`config.mk`:
```
export PLATFORM = sky130hd
export DESIGN_NAME = lfsr_pattern_gen
export DESIGN_NICKNAME = d
export VERILOG_FILES = /design/src/rtl/lfsr_pattern_gen.sv
export SDC_FILE = /design/constraint.sdc
export NUM_CORES = 1
export LEC_CHECK = 0
export CAP_MARGIN = 20
export CORE_ASPECT_RATIO = 1.25
export CORE_MARGIN = 2
export CORE_UTILIZATION = 45
export DETAILED_ROUTE_END_ITERATION = 7
export PLACE_DENSITY = 0.65
export SLEW_MARGIN = 15
export SYNTH_ARGS = -nofsm -noshare
export SYNTH_HDL_FRONTEND = slang
export SYNTH_SLANG_ARGS = --single-unit
```
`constraint.sdc`:
```
create_clock -name clk -period 2.5 [get_ports clk]
set_clock_uncertainty 0.15 [all_clocks]
set_input_delay 0.5 -clock clk [delete_from_list [all_inputs] [get_ports clk]]
set_output_delay 0.5 -clock clk [all_outputs]
set_load 0.03 [all_outputs]
```
`src/rtl/lfsr_pattern_gen.sv`:
```
`default_nettype none
// ============================================================================
//  Module      : lfsr_pattern_gen
//  Description : Parametrised LFSR pattern generator for the LED/indicator
//                path. A clock-enable tick divider paces the sequence while
//                run=1. Single-step and seed-load controls are provided.
//                Sequence wrap is flagged. The all-zero lock-up state is
//                recovered by reloading SEED.
//  Build option: define LFSR_GALOIS_EN to select the Galois feedback form.
//                When it is not defined, only the Fibonacci form is built.
//  Revision    : 1.0 - initial release
// ============================================================================
module lfsr_pattern_gen #(
  parameter int               WIDTH   = 8,
  parameter logic [WIDTH-1:0] TAPS    = WIDTH'(8'hB8),
  parameter logic [WIDTH-1:0] SEED    = {WIDTH{1'b1}},
  parameter int               CLK_HZ  = 12000000,
  parameter int               TICK_HZ = 2
) (
  input  logic             clk,
  input  logic             rst,
  input  logic             run,
  input  logic             step,
  input  logic             load,
  input  logic [WIDTH-1:0] seed_in,
  output logic [WIDTH-1:0] pattern,
  output logic             tick,
  output logic             wrap,
  output logic             lockup_fix
);

  // --------------------------------------------------------------------------
  // Divider sizing
  // --------------------------------------------------------------------------
  localparam int DIV   = CLK_HZ / TICK_HZ;
  // Keep at least one counter bit so an illegal DIV still elaborates far
  // enough to hit the parameter checks below.
  localparam int CNT_W = (DIV > 2) ? $clog2(DIV) : 1;
  localparam logic [CNT_W-1:0] CNT_MAX = CNT_W'(DIV - 1);

  // --------------------------------------------------------------------------
  // Elaboration-time parameter checks
  // --------------------------------------------------------------------------
  generate
    if (DIV < 2) begin : g_bad_div
      $error("lfsr_pattern_gen: CLK_HZ/TICK_HZ must be at least 2");
    end
    if ((WIDTH < 3) || (WIDTH > 32)) begin : g_bad_width
      $error("lfsr_pattern_gen: WIDTH must be within 3..32");
    end
    if (SEED == '0) begin : g_bad_seed
      $error("lfsr_pattern_gen: SEED must be non-zero");
    end
  endgenerate

  // --------------------------------------------------------------------------
  // Internal state
  // --------------------------------------------------------------------------
  logic [CNT_W-1:0] cnt;         // tick divider count
  logic [WIDTH-1:0] state;       // live LFSR register
  logic [WIDTH-1:0] start;       // value whose recurrence marks a wrap
  logic [WIDTH-1:0] next_state;  // one LFSR advance from the current state
  logic             adv;         // advance request this cycle
  logic             state_zero;  // lock-up detected
  logic             seed_zero;   // load requested with an unusable seed

  // tick comes straight from the counter register and run, so it carries no
  // path from step/load/seed_in.
  assign tick       = run && (cnt == CNT_MAX);
  // A step that lands on a tick cycle still produces exactly one advance.
  assign adv        = tick | step;
  assign state_zero = (state == '0);
  assign seed_zero  = (seed_in == '0);

  // --------------------------------------------------------------------------
  // Next-state logic
  // --------------------------------------------------------------------------
`ifdef LFSR_GALOIS_EN
  // Galois form: the tap mask is rotated left by one so that the same TAPS
  // value gives the same period as the Fibonacci form for primitive taps.
  localparam logic [WIDTH-1:0] TAPS_G = {TAPS[WIDTH-2:0], TAPS[WIDTH-1]};

  logic galois_fb;

  assign galois_fb  = state[WIDTH-1];
  assign next_state = {state[WIDTH-2:0], 1'b0} ^ (galois_fb ? TAPS_G : '0);
`else
  // Fibonacci form: XOR of the tapped bits is shifted in at the LSB.
  logic fib_fb;

  assign fib_fb     = ^(state & TAPS);
  assign next_state = {state[WIDTH-2:0], fib_fb};
`endif

  // --------------------------------------------------------------------------
  // Tick divider: free-runs 0..DIV-1 while run=1, holds otherwise, and is
  // realigned by a seed load so the next tick is a full period away.
  // --------------------------------------------------------------------------
  always_ff @(posedge clk or posedge rst) begin
    if (rst) begin
      cnt <= '0;
    end else if (load) begin
      cnt <= '0;
    end else if (run) begin
      if (cnt == CNT_MAX) begin
        cnt <= '0;
      end else begin
        cnt <= cnt + CNT_W'(1);
      end
    end
  end

  // --------------------------------------------------------------------------
  // LFSR state, wrap reference and status pulses.
  // Order of precedence: load, then zero recovery, then advance, else hold.
  // A load overrides a zero state because it replaces the state anyway.
  // --------------------------------------------------------------------------
  always_ff @(posedge clk or posedge rst) begin
    if (rst) begin
      state      <= SEED;
      start      <= SEED;
      wrap       <= 1'b0;
      lockup_fix <= 1'b0;
    end else begin
      wrap       <= 1'b0;
      lockup_fix <= 1'b0;
      if (load) begin
        if (seed_zero) begin
          state      <= SEED;
          start      <= SEED;
          lockup_fix <= 1'b1;
        end else begin
          state <= seed_in;
          start <= seed_in;
        end
      end else if (state_zero) begin
        state      <= SEED;
        start      <= SEED;
        lockup_fix <= 1'b1;
      end else if (adv) begin
        state <= next_state;
        wrap  <= (next_state == start);
      end
    end
  end

  // --------------------------------------------------------------------------
  // Output stage: re-register the state so the LED bank sees a clean,
  // glitch-free copy one cycle behind the LFSR.
  // --------------------------------------------------------------------------
  always_ff @(posedge clk or posedge rst) begin
    if (rst) begin
      pattern <= SEED;
    end else begin
      pattern <= state;
    end
  end

endmodule
`default_nettype wire

```
==> reports/metrics.csv <==
stage,metric,value,unit
yosys,most frequent cell after synthesis,dfrtp_1,
yosys,Syn Nets,280,
floorplan,Starting Density,0.471,
routing,Vias,2242,
grt,initial antenna violation count,0,
min_path,HP Class,reg2reg,
routing,Detailed Route WL,6140,um
floorplan,# IOs,24,
cells_and_area,share of cells above drive strength 1,0.231,
critical_path,CP Capture Type,output port,
yosys,ys async rst share,1.00,
grt,gr ovfl total,0,
grt,GRT Resource Usage Total,0.212,
yosys,synthesized area per cell,9.75,um2
critical_path,Critical Path Fanout Max,4,
routing,Via-to-Cell Ratio,5.96,
routing,post-route ant nets,0,
yosys,ys flop type,dfrtp_1,
yosys,post-synthesis cell type count,48,
critical_path,worst r2r src,cnt[0]$_DFFE_PP0P_,
grt,M3 GR Usage,0.0364,
yosys,largest area contributor in the netlist,dfstp_2,
cts,clock transition at the registers of the reported paths,0.09,ns
power,leakage power,1.31,nW
cells_and_area,Final nets,326,
cells_and_area,n_diodes,0,
cts,clk_lat worst skew,0.31,ns
routing,Initial DRC Count,100,
critical_path,cell family with most CP delay,simple AND/OR/NAND/NOR gates,
timing,post-layout min period,2.41,ns
timing,f_max,414,MHz
cts,total setup buffers inserted after CTS,0,
grt,met1 track demand over resource,0.245,
cells_and_area,Syn-to-layout area delta,24.4,%
timing,worst hold slack,0.242,ns
critical_path,critical path arrival,1.76,ns
yosys,Synth top cells by count,"dfrtp_1 (25), dfstp_2 (24), nand2_1 (21)",
placement,Final GP Congestion,0.873,
yosys,Post-synth EDFFs,0,
yosys,synth warn,0,
placement,Placed Area,3060,um2
timing,fin. max-slew vios,0,
cts,H-Tree Depth,2,
placement,IO Port Bufs,23,
cts,TritonCTS buffer count,5,
critical_path,Worst path max stage delay,0.44,ns
floorplan,Die H,88.7,um
cts,TritonCTS clock tree,done,
yosys,Synth Instances,265,
floorplan,# rows,30,
cts,Root Buffer,clkbuf_8,
placement,dpl hpwl,4540,um
routing,per-cell routed wire length,16.3,um
floorplan,die area,6370,um2
cts,Clock Path Buffers,2,
cells_and_area,post-route cell area,3210,um2
routing,drt drc,0,
grt,GR Layer Usage met2,0.383,
min_path,hold path startpoint,state[4]$_DFFE_PP1P_,
timing,max_slew headroom,0.678,
cts,CTS Sinks,49,
power,P per Cell Area,572,nW/um2
grt,global-route wire length before repair,10400,um
routing,DRT Pass-1 Iters,4,
yosys,top-area cell type share of the netlist area,0.244,
critical_path,crit path from,cnt[12]$_DFFE_PP0P_,
outcome,outcome,completed,
cts,# hold bufs at CTS,0,
critical_path,"Buf+Inv Stages, Crit Path",1,
floorplan,CORE AREA,5480,um2
grt,GR peak layer,met2,
critical_path,Crit path required time,1.85,ns
timing,RSZ-0062 raised after global routing,false,
critical_path,Startpoint Class,flip-flop,
critical_path,Setup Crit Path Kind,reg2out,
yosys,Area contributors post-synth,"dfstp_2 (24%), dfrtp_1 (24%), xor2_1 (5.4%)",
yosys,Post-Syn Area,2580,um2
critical_path,CP Cell Sequence,nor3_1 -> and3_1 -> nand3_2 -> nor2_2 -> buf_6,
timing,final number of hold-violating endpoints,0,
yosys,Synth Register Bits,49,
job,Max Cap Violations,0,
timing,post-route clock period utilization,0.966,
floorplan,Die Wd,71.8,um
grt,largest net degree at the start of global routing,42,
critical_path,CP max-delay cell,dfrtp_1,
timing,worst slew pin tran,0.482,ns
power,Peak VDD IR,0.000292,V
timing,setup violators final,0,
grt,vias in the first global route,2175,
yosys,"Seq/Total Area, Yosys",0.486,
cells by family after synthesis:
| kind of cell | share of synthesized area |
|---|---|
| and+or+nand+nor | 0.243 |
| DFF | 0.486 |
| adders and majority gates | 0.00968 |
| xor gates and xnor gates | 0.0644 |
| AOI/OAI and AO/OA | 0.144 |
| buffers and inverters | 0.0441 |
| muxes | 0.00823 |
report_power, final:
group	leakage (nW)	internal, mW	switching [mW]
clock	0.0645	0.317	0.269
sequential	0.598	0.890	0.0567
combinational	0.650	0.141	0.165
total	1.31	1.35	0.491
stage by stage:
step                      total power [mW]  setup slack, ns   util  cells  TNS, ns
after floorplan                       1.13            0.268      -    265        0
after global placement                1.26           -0.182  0.559    368    -1.51
after detailed placement              1.27           -0.206  0.559    368    -1.84
after CTS                             1.86          0.00521  0.582    376        0
after global routing                  1.93          0.00320  0.586    376        0
final                                 1.84           0.0860  0.586    376        0
metal layers:
layer	vias up	wire length, um
li1	1064	-
met1	1106	2560
met2	58	3220
met3	14	205
met4	0	155
met5	-	0
repair_timing:
action                     CTS  global route
setup endpoints to repair    1             1
pin swaps                    0             1
gates resized for setup      1             6
gates cloned                 0             0
worst paths after layout:
kind                            depth (start not counted)  slack, ns              endpoint
worst max-delay path                                    5       0.09                  tick
worst min-delay path                                    0       0.24  pattern[4]$_DFF_PP1_
worst max register to register                          7       0.21   cnt[18]$_DFFE_PP0P_
worst min register to register                          0       0.24  pattern[4]$_DFF_PP1_
max in group asynchronous                               3       1.21  pattern[2]$_DFF_PP1_
min in group asynchronous                               2       0.38        wrap$_DFF_PP0_
state kept, by name (all words and copies together), names as in the netlist:
name and cells:
pattern 8, wrap 1, state 8, cnt 23, start 8, lockup_fix 1
final cells by class:
cell class	count	area [um2]
fill	478	2270
sequential	49	1260
multi-input combinational	188	1240
timing repair buffer	48	444
clock buffer	7	119
tap	64	80.1
inverter	19	71.3
clock inverter	1	5.00
layout by cell type, fill, tap and decap left out, types with 3 or more instances in the layout:
cell	count
buf_4	23
and3_1	6
o21ai_0	10
clkbuf_8	5
dfrtp_1	25
or4_1	8
nor3_1	12
clkdlybuf4s50_1	22
or3_1	3
a31oi_1	6
inv_1	17
nand4_1	10
a21oi_1	16
nor4_1	3
nand2_1	21
nor2_1	17
nand3_1	18
xnor2_1	3
dfstp_2	24
a32oi_1	4
xor2_1	16
a211oi_1	3
Power figures use the tool's default switching activity.
